`src/rtl/keypad_scan_debounce.sv`:
```
// Keypad matrix scanner: walks active-low rows, synchronises the column senses and
// debounces press/release over consecutive scan ticks, emitting one-cycle key events.
module keypad_scan_debounce #(
  parameter int unsigned ROWS     = 4,
  parameter int unsigned COLS     = 4,
  parameter int unsigned SCAN_DIV = 250000,
  parameter int unsigned DEBOUNCE = 4,
  parameter int unsigned CODE_W   = (ROWS * COLS > 1) ? $clog2(ROWS * COLS) : 1
) (
  input  logic              clk,
  input  logic              rst,
  input  logic              enable,
  input  logic [COLS-1:0]   keypadCol,
  output logic [ROWS-1:0]   keypadRow,
  output logic              key_valid,
  output logic              key_release,
  output logic              key_held,
  output logic [CODE_W-1:0] key_code
);

  localparam int unsigned RW = (ROWS > 1) ? $clog2(ROWS) : 1;
  localparam int unsigned CW = (COLS > 1) ? $clog2(COLS) : 1;
  localparam int unsigned PW = (SCAN_DIV > 1) ? $clog2(SCAN_DIV) : 1;
  localparam int unsigned DW = $clog2(DEBOUNCE + 1);

  typedef enum logic [1:0] {
    IDLE    = 2'd0,
    SCAN    = 2'd1,
    CONFIRM = 2'd2,
    HELD    = 2'd3
  } state_e;

  state_e              state_q, state_d;
  logic [COLS-1:0]     col_meta_q, col_s_q;
  logic [RW-1:0]       row_q, row_d;
  logic [PW-1:0]       presc_q, presc_d;
  logic [DW-1:0]       cnt_q, cnt_d;
  logic [CW-1:0]       cand_q, cand_d;
  logic [ROWS-1:0]     row_drv_q, row_drv_d;
  logic                valid_q, valid_d;
  logic                release_q, release_d;
  logic                held_q, held_d;
  logic [CODE_W-1:0]   code_q, code_d;

  logic                tick_c;
  logic                hit_c;
  logic [CW-1:0]       hit_col_c;
  logic [RW-1:0]       next_row_c;
  logic                cnt_done_c;
  logic                cand_released_c;
  logic [CODE_W-1:0]   accept_code_c;

  assign keypadRow   = row_drv_q;
  assign key_valid   = valid_q;
  assign key_release = release_q;
  assign key_held    = held_q;
  assign key_code    = code_q;

  // Two-flop synchroniser; idles high so reset never looks like a press.
  always_ff @(posedge clk or negedge rst) begin
    if (!rst) begin
      col_meta_q <= '1;
      col_s_q    <= '1;
    end else begin
      col_meta_q <= keypadCol;
      col_s_q    <= col_meta_q;
    end
  end

  // Lowest-index pressed column on the currently driven row.
  always_comb begin
    hit_c     = 1'b0;
    hit_col_c = '0;
    for (int c = int'(COLS) - 1; c >= 0; c--) begin
      if (!col_s_q[c]) begin
        hit_c     = 1'b1;
        hit_col_c = CW'(c);
      end
    end
  end

  assign tick_c          = (presc_q == PW'(SCAN_DIV - 1));
  assign next_row_c      = (row_q == RW'(ROWS - 1)) ? '0 : row_q + RW'(1);
  assign cnt_done_c      = ((32'(cnt_q) + 32'd1) == DEBOUNCE);
  assign cand_released_c = col_s_q[cand_q];
  assign accept_code_c   = CODE_W'(32'(row_q) * COLS + 32'(hit_col_c));

  // Next-state and registered-output logic.
  always_comb begin
    state_d   = state_q;
    row_d     = row_q;
    presc_d   = presc_q;
    cnt_d     = cnt_q;
    cand_d    = cand_q;
    valid_d   = 1'b0;
    release_d = 1'b0;
    held_d    = held_q;
    code_d    = code_q;

    if (!enable) begin
      state_d = IDLE;
      row_d   = '0;
      presc_d = '0;
      cnt_d   = '0;
      held_d  = 1'b0;
    end else begin
      presc_d = tick_c ? '0 : presc_q + PW'(1);
      unique case (state_q)
        IDLE: begin
          state_d = SCAN;
          row_d   = '0;
          presc_d = '0;
          cnt_d   = '0;
        end

        SCAN: begin
          if (tick_c) begin
            if (hit_c) begin
              cand_d = hit_col_c;
              if (DEBOUNCE == 1) begin
                state_d = HELD;
                cnt_d   = '0;
                valid_d = 1'b1;
                held_d  = 1'b1;
                code_d  = accept_code_c;
              end else begin
                state_d = CONFIRM;
                cnt_d   = DW'(1);
              end
            end else begin
              row_d = next_row_c;
            end
          end
        end

        CONFIRM: begin
          if (tick_c) begin
            if (hit_c && (hit_col_c == cand_q)) begin
              if (cnt_done_c) begin
                state_d = HELD;
                cnt_d   = '0;
                valid_d = 1'b1;
                held_d  = 1'b1;
                code_d  = accept_code_c;
              end else begin
                cnt_d = cnt_q + DW'(1);
              end
            end else begin
              state_d = SCAN;
              cnt_d   = '0;
              row_d   = next_row_c;
            end
          end
        end

        HELD: begin
          // Only the accepted column matters; other keys are ignored while held.
          if (tick_c) begin
            if (cand_released_c) begin
              if (cnt_done_c) begin
                state_d   = SCAN;
                cnt_d     = '0;
                release_d = 1'b1;
                held_d    = 1'b0;
                row_d     = next_row_c;
              end else begin
                cnt_d = cnt_q + DW'(1);
              end
            end else begin
              cnt_d = '0;
            end
          end
        end

        default: state_d = IDLE;
      endcase
    end

    row_drv_d = (state_d == IDLE) ? '1 : ~(ROWS'(1) << row_d);
  end

  always_ff @(posedge clk or negedge rst) begin
    if (!rst) begin
      state_q   <= IDLE;
      row_q     <= '0;
      presc_q   <= '0;
      cnt_q     <= '0;
      cand_q    <= '0;
      row_drv_q <= '1;
      valid_q   <= 1'b0;
      release_q <= 1'b0;
      held_q    <= 1'b0;
      code_q    <= '0;
    end else begin
      state_q   <= state_d;
      row_q     <= row_d;
      presc_q   <= presc_d;
      cnt_q     <= cnt_d;
      cand_q    <= cand_d;
      row_drv_q <= row_drv_d;
      valid_q   <= valid_d;
      release_q <= release_d;
      held_q    <= held_d;
      code_q    <= code_d;
    end
  end

endmodule

```
`config.mk`:
```
export PLATFORM = sky130hd
export DESIGN_NAME = keypad_scan_debounce
export DESIGN_NICKNAME = d
export VERILOG_FILES = /design/src/rtl/keypad_scan_debounce.sv
export SDC_FILE = /design/constraint.sdc
export NUM_CORES = 1
export LEC_CHECK = 0
export CAP_MARGIN = 25
export CORE_MARGIN = 8
export CORE_UTILIZATION = 57
export DETAILED_ROUTE_END_ITERATION = 8
export PLACE_DENSITY_LB_ADDON = 0.1
export SLEW_MARGIN = 25
export SYNTH_ARGS = -nofsm -noshare
export SYNTH_HDL_FRONTEND = slang
export SYNTH_SLANG_ARGS = --single-unit
```
`constraint.sdc`:
```
create_clock -name clk -period 2.6 [get_ports clk]
set_clock_uncertainty 0.2 [all_clocks]
set_input_delay 0.65 -clock clk [delete_from_list [all_inputs] [get_ports clk]]
set_output_delay 0.65 -clock clk [all_outputs]
set_load 0.05 [all_outputs]
```
Yosys cells after proc, flatten, opt, wreduce, memory -nomap -nowiden

Cells that the tools add are included.

Output and inout port bits: 11
Register bits: 46
Input bits: 7
Logic and storage cells: 103

Order comparisons: 1
Shift operators: 1
Bitwise gates (word level): 1
Multiplexer cells: 60
Eq/ne operators: 16
$add $sub $neg: 5
Reductions and logical operators: 7

Operator list:

| cell                                                                     | count |
|---|---|
| 18-bit two-way mux                                                       | 3 |
| 2-bit two-way mux                                                        | 22 |
| 3-bit two-way mux                                                        | 8 |
| 3-bit inequality test (second input constant)                            | 8 |
| 1-bit two-way mux                                                        | 21 |
| 18-bit by 1-bit adder with 18-bit output (second input constant)         | 1 |
| 18-bit equality test (second input constant)                             | 1 |
| 2-bit case mux with 4 select lines                                       | 2 |
| 3-bit case mux with 4 select lines                                       | 1 |
| 4-bit AND reduction                                                      | 2 |
| 7-bit AND reduction                                                      | 1 |
| 2-bit equality test (second input constant)                              | 3 |
| 5-bit AND reduction                                                      | 1 |
| 3-bit by 1-bit adder with 4-bit output (second input constant)           | 1 |
| 4-bit by 2-bit adder with 4-bit output                                   | 1 |
| 4-bit by 3-bit equality test with 1-bit output (second input constant)   | 1 |
| 2-bit logical NOT                                                        | 2 |
| 4-bit two-way mux                                                        | 1 |
| 4-bit inverter                                                           | 1 |
| 1-bit by 2-bit left shift with 4-bit output (first input constant)       | 1 |
| 3-bit by 1-bit adder with 3-bit output (second input constant)           | 1 |
| 2-bit by 3-bit < comparator with 1-bit output (second input constant)    | 1 |
| 3-bit by 1-bit inequality test with 1-bit output (second input constant) | 1 |
| 2-bit by 1-bit adder with 2-bit output (second input constant)           | 1 |
| 5 further kinds                                                          | 5 |

Logic depth before layout (Yosys ltp)

Depth in word-level cells: 13
Mapped depth: 8
Gate-level depth less buffers: 7

Worst setup path after synthesis

No wires, ideal clock.

Kind: register to register
Start point: register cnt_q[0]
End point: register row_drv_q[1], in the netlist keypadRow[1]
Period minus slack after synthesis: 2.348 ns
Path buffers: 1
Arrival: 2.066 ns
Cell stages (with the launch flop): 9
Required time: 2.318 ns
Setup slack: 0.252 ns
Library setup time: 0.082 ns
Cells stage by stage: dfrtp_1 > ha_1 > nand2b_1 > o21ai_1 > and2_1 > clkbuf_1 > nand3_1 > a211o_1 > a211o_1

Word-level cells in the longest chain between the ends: 10
Elaborated cells on any way between the ends: 19
Classes of those cells: add/sub (1); eq/ne (1); shift (1); mux (14); bitwise (1); reduce/logical (1)

Ends and longest elaborated chain:

| what                                               | RTL line | source |
|---|---|---|
| from (decl)                                        | 37       | `logic [DW-1:0] cnt_q, cnt_d;` |
| from (signal assigned)                             | 198      | `cnt_q <= cnt_d;` |
| 3-bit by 1-bit adder with 4-bit output (*)         | 84       | `assign cnt_done_c = ((32'(cnt_q) + 32'd1) == DEBOUNCE);` |
| 4-bit by 3-bit equality test with 1-bit output (*) | 84       |  |
| 2-bit two-way mux                                  | 160      | `if (cnt_done_c) begin` |
| 2-bit two-way mux                                  | 159      | `if (cand_released_c) begin` |
| 2-bit two-way mux                                  | 158      | `if (tick_c) begin` |
| 2-bit case mux with 4 select lines                 | 108      | `unique case (state_q)` |
| 2-bit two-way mux                                  | 100      | `if (!enable) begin` |
| 1-bit by 2-bit left shift with 4-bit output        | 179      | `row_drv_d = (state_d == IDLE) ? '1 : ~(ROWS'(1) << row_d);` |
| 4-bit inverter                                     | 179      |  |
| 4-bit two-way mux (*)                              | 179      |  |
| named net row_drv_d[1]                             | 39       | `logic [ROWS-1:0] row_drv_q, row_drv_d;` |
| to (signal assigned)                               | 200      | `row_drv_q <= row_drv_d;` |
| to (decl)                                          | 39       |  |

Mark *: on every way through the listed nets, which the timed path passes. The rest lies on a longest branch.
A chain may end at the register's enable or synchronous reset.

Worst setup path after layout

Start point: register cand_q[1]
End point: register row_drv_q[0], in the netlist keypadRow[0]

Word-level cells in the longest chain between the ends: 9
Elaborated cells on any way between the ends: 20
Classes of those cells: eq/ne (1); shift (1); mux (15); bitwise (1); reduce/logical (2)

Ends and longest elaborated chain:

| what                                                                                    | RTL line | source |
|---|---|---|
| from (decl)                                                                             | 38       | `logic [CW-1:0] cand_q, cand_d;` |
| from (signal assigned)                                                                  | 199      | `cand_q <= cand_d;` |
| 1-bit binary-select mux with 2-bit select / 2-bit equality test (equally long branches) | 85, 138  |  |
| 1-bit two-way mux (not written as such) / 1-bit logical AND (equally long branches)     | 85, 138  |  |
| 2-bit two-way mux (on tied branches)                                                    | 159, 138 |  |
| 2-bit two-way mux (on tied branches)                                                    | 158, 137 |  |
| 2-bit case mux with 4 select lines (*)                                                  | 108      |  |
| 2-bit two-way mux (*)                                                                   | 100      |  |
| named net row_d[1]                                                                      | 35       | `logic [RW-1:0] row_q, row_d;` |
| 1-bit by 2-bit left shift with 4-bit output (*)                                         | 179      |  |
| 4-bit inverter (*)                                                                      | 179      |  |
| 4-bit two-way mux (*)                                                                   | 179      |  |
| named net row_drv_d[0]                                                                  | 39       |  |

Mark *: on every way through the listed nets, which the timed path passes. The rest lies on a longest branch. The select of a mux whose other input is x is not followed.

==> results.md <==
- Power Dens Cells: 486 mW/mm²
- Htree depth: 2
- Drt first pass iters: 4
- Synth Area per Inst: 9.92 µm²
- Status: finished clean
- Top post-synthesis cells by area: dfrtp_1 (37%), dfstp_2 (14%), nor2_1 (4.8%)
- Longest Clk Path Bufs: 2
- DRC: 0
- Setup crit start: cand_q[1]
- Fin Hold WS: 0.159 ns
- Via count: 1848
- Final setup violating endpoints: 0
- Setup crit end kind: register
- Share of cells above drive strength 1: 19.3%
- Cts bufs inserted: 5
- Final RePlAce weighted congestion: 0.945
- Max incr delay on CP: 0.48 ns
- Worst path depth: 6
- Synthesized flop and latch total: 46
- Multi-input gate area: 0.00112 mm²
- Cell class contributing the biggest share of worst-path delay: compound AO/OA/AOI/OAI gates
- Port Buffers: 17
- Worst hold path type: register to register
- Final nets: 274
- Post-DR wirelength/cell: 15.3 µm
- DIE HEIGHT: 79.8 µm
- Clock Pin Slew Worst Setup and Hold Paths: 0.09 ns
- Ys flop type: dfrtp_1
- Seq/Total Area, Yosys: 50.2%
- CTS tree: yes
- Initial DRC Count: 107
- YS warnings: 0
- Crit path arrival time: 2.51 ns
- Clock sinks: 46
- Post-DP HPWL: 3500 µm
- # IOs: 18
- Share of the synthesized area in the top cell type: 36.6%
- Worst skew pair latency: 0.30 ns
- Initial core utilization: 58.5%
- Clock share of power: 39.1%
- Register area: 0.00117 mm²
- Total gr overflow: 0
- Synth top cells by count: dfrtp_1 (34), nor2_1 (30), nand2_1 (20)
- Slowest stage cell, crit path: or4b_1
- Sequential power share: 55.8%
- Layout area overhead: 17.9%
- Fin crit period: 2.50 ns
- Fin. Hold Viols: 0
- Initial antenna violation count: 0
- Crit path cell chain: mux2i_2, o22ai_1, a31o_2, a32o_1, o31a_1, or4b_1
- Vias per cell: 5.89
- Combinational power share: 5.1%
- Leak: 1.16 nW
- Cell count after placement: 305
- Vias in the first global route: 1792
- Worst hold start: col_meta_q[1]
- Top achievable clock speed: 401 MHz
- Asr flop ratio synth: 100%
- Post-synth EDFFs: 0
- Fill cells: 334
- Hold Buf Count CTS: 0
- Rows: 23
- Reg2Reg Depth: 6
- Core area: 0.00397 mm²
- Switching Share: 21.6%
- CTS root buffer: clkbuf_8
- Top-count cell post-synth: dfrtp_1
- Tot GR Track Use: 16.1%
- Post-Syn Area: 0.00232 mm²
- Finished Layout Cells: 314
- Crit start category: register
- Max-cap violations: 0
- GR Layer Usage met2: 26.8%
- Total power: 0.00133 W
- Final max-slew violation count: 0
- WL final: 4810 µm
- Antenna Cells: 0
- Cell variety after synth: 50
- CP Max Fanout: 6
- Post-route cell area: 0.00274 mm²
- Buf+Inv Stages, Crit Path: 0
- WP data required: 2.61 ns
- P_int: 0.00104 W
- Die area: 0.00637 mm²
- GR Util met1: 20.3%
- Worst hold stages: 0
- RR Startpoint: cand_q[1]
- M3 GR Usage: 3.04%
- Psw: 0.000287 W
- Synth area leader: dfrtp_1
- Maximum vdd drop: 0.343 mV
- First-pass GRT wire length: 8290 µm
- Crit Path Category: register to register
- Slew @ Worst Pin: 0.703 ns
- Syn Inst Count: 234
- Final period utilization: 96.0%
- Largest net degree at the start of global routing: 47
- Post-place instance area: 0.00261 mm²
- Top Usage Layer GRT: met2
- Die X: 79.8 µm
- Net count after synthesis: 245
- Worst slew margin: 53.1%
- Remaining antenna violation count: 0
-- layout by cell type, fill, tap and decap left out, drive strengths merged, types with 2 or more instances in the layout --
| cell type | count |
|---|---|
| ha | 4 |
| clkdlybuf4s50 | 16 |
| nand2b | 3 |
| nand2 | 20 |
| o21ai | 15 |
| a31o | 3 |
| o21a | 2 |
| nand3 | 15 |
| dfstp | 12 |
| nor4 | 3 |
| and4 | 2 |
| xor2 | 5 |
| and3 | 6 |
| a211o | 4 |
| clkbuf | 6 |
| xnor2 | 11 |
| nor3 | 8 |
| nand4 | 5 |
| and2 | 4 |
| buf | 13 |
| inv | 6 |
| mux2 | 4 |
| a21oi | 5 |
| nor2 | 30 |
| dfrtp | 34 |
| or3 | 2 |
| o211a | 2 |
| mux2i | 2 |
-- registers in the layout, indices dropped and copies added, names as in the netlist --
signal,count
col_meta_q,4
state_q,2
key_held,1
col_s_q,4
cand_q,2
cnt_q,3
keypadRow,4
presc_q,18
key_code,4
key_release,1
key_valid,1
row_q,2
-- logic make-up (layout without fill, tap and decap cells) --
group / count (synthesis) / count (layout) / share of synthesized area, %
mux: 6 / 6 / 2.80
xor+xnor: 16 / 16 / 6.03
fa+ha+maj: 4 / 4 / 2.16
compound gates: 43 / 43 / 13.0
simple gates: 106 / 106 / 23.6
buf+inv: 13 / 43 / 2.21
flops: 46 / 46 / 50.2
-- routing by layer --
| metal | vias to the layer above | part of all wire (%) |
|---|---|---|
| li1 | 896 | - |
| met2 | 35 | 50 |
| met1 | 911 | 44 |
| met5 | - | 0 |
| met3 | 6 | 4.1 |
| met4 | 0 | 1.7 |
-- power groups by stage --
stage	Clock (W)	Sequential (W)	Combinational, W
floorplan	0	0.000755	0.0000282
global placement	0	0.000755	0.0000657
detailed placement	0	0.000755	0.0000674
CTS	0.000530	0.000742	0.0000676
global route	0.000558	0.000745	0.0000767
finish	0.000520	0.000742	0.0000674
-- worst register-to-register path, stage by stage, from the launching register on --
cell     delay, ns
dfrtp_2       0.45
mux2i_2       0.33
o22ai_1       0.18
a31o_2        0.28
a32o_1        0.21
o31a_1        0.28
or4b_1        0.48
-- what timing repair did --
item,CTS,global route
setup endpoints to repair,0,2
gates resized for setup,0,5
setup buffers,0,1
-- through the flow --
step,utilization (%),setup slack (ns),TNS [ns]
after global routing,69.0,-0.0110,-0.0110
after floorplan,-,0.252,0
after CTS,68.4,0.0289,0
after detailed placement,65.7,0.0551,0
after global placement,65.6,0.0954,0
final,69.0,0.104,0
-- area by class of cell --
cell class	instances	area share (%)
Timing Repair Buffer	29	9.32
Multi-Input combinational cell	175	40.9
Sequential cell	46	42.6
Clock buffer	6	2.65
Inverter	6	0.822
Tap cell	50	2.28
Clock inverter	2	1.37
-- final timing paths --
check	slack, ns	to
max in group asynchronous	1.57	cand_q[1]
max reg2reg	0.10	keypadRow[0]
min reg2reg	0.16	col_s_q[1]
min	0.16	col_s_q[1]
min in group asynchronous	0.22	presc_q[2]
max	0.10	keypadRow[0]
No activity file was read; power rests on OpenSTA's default activity.
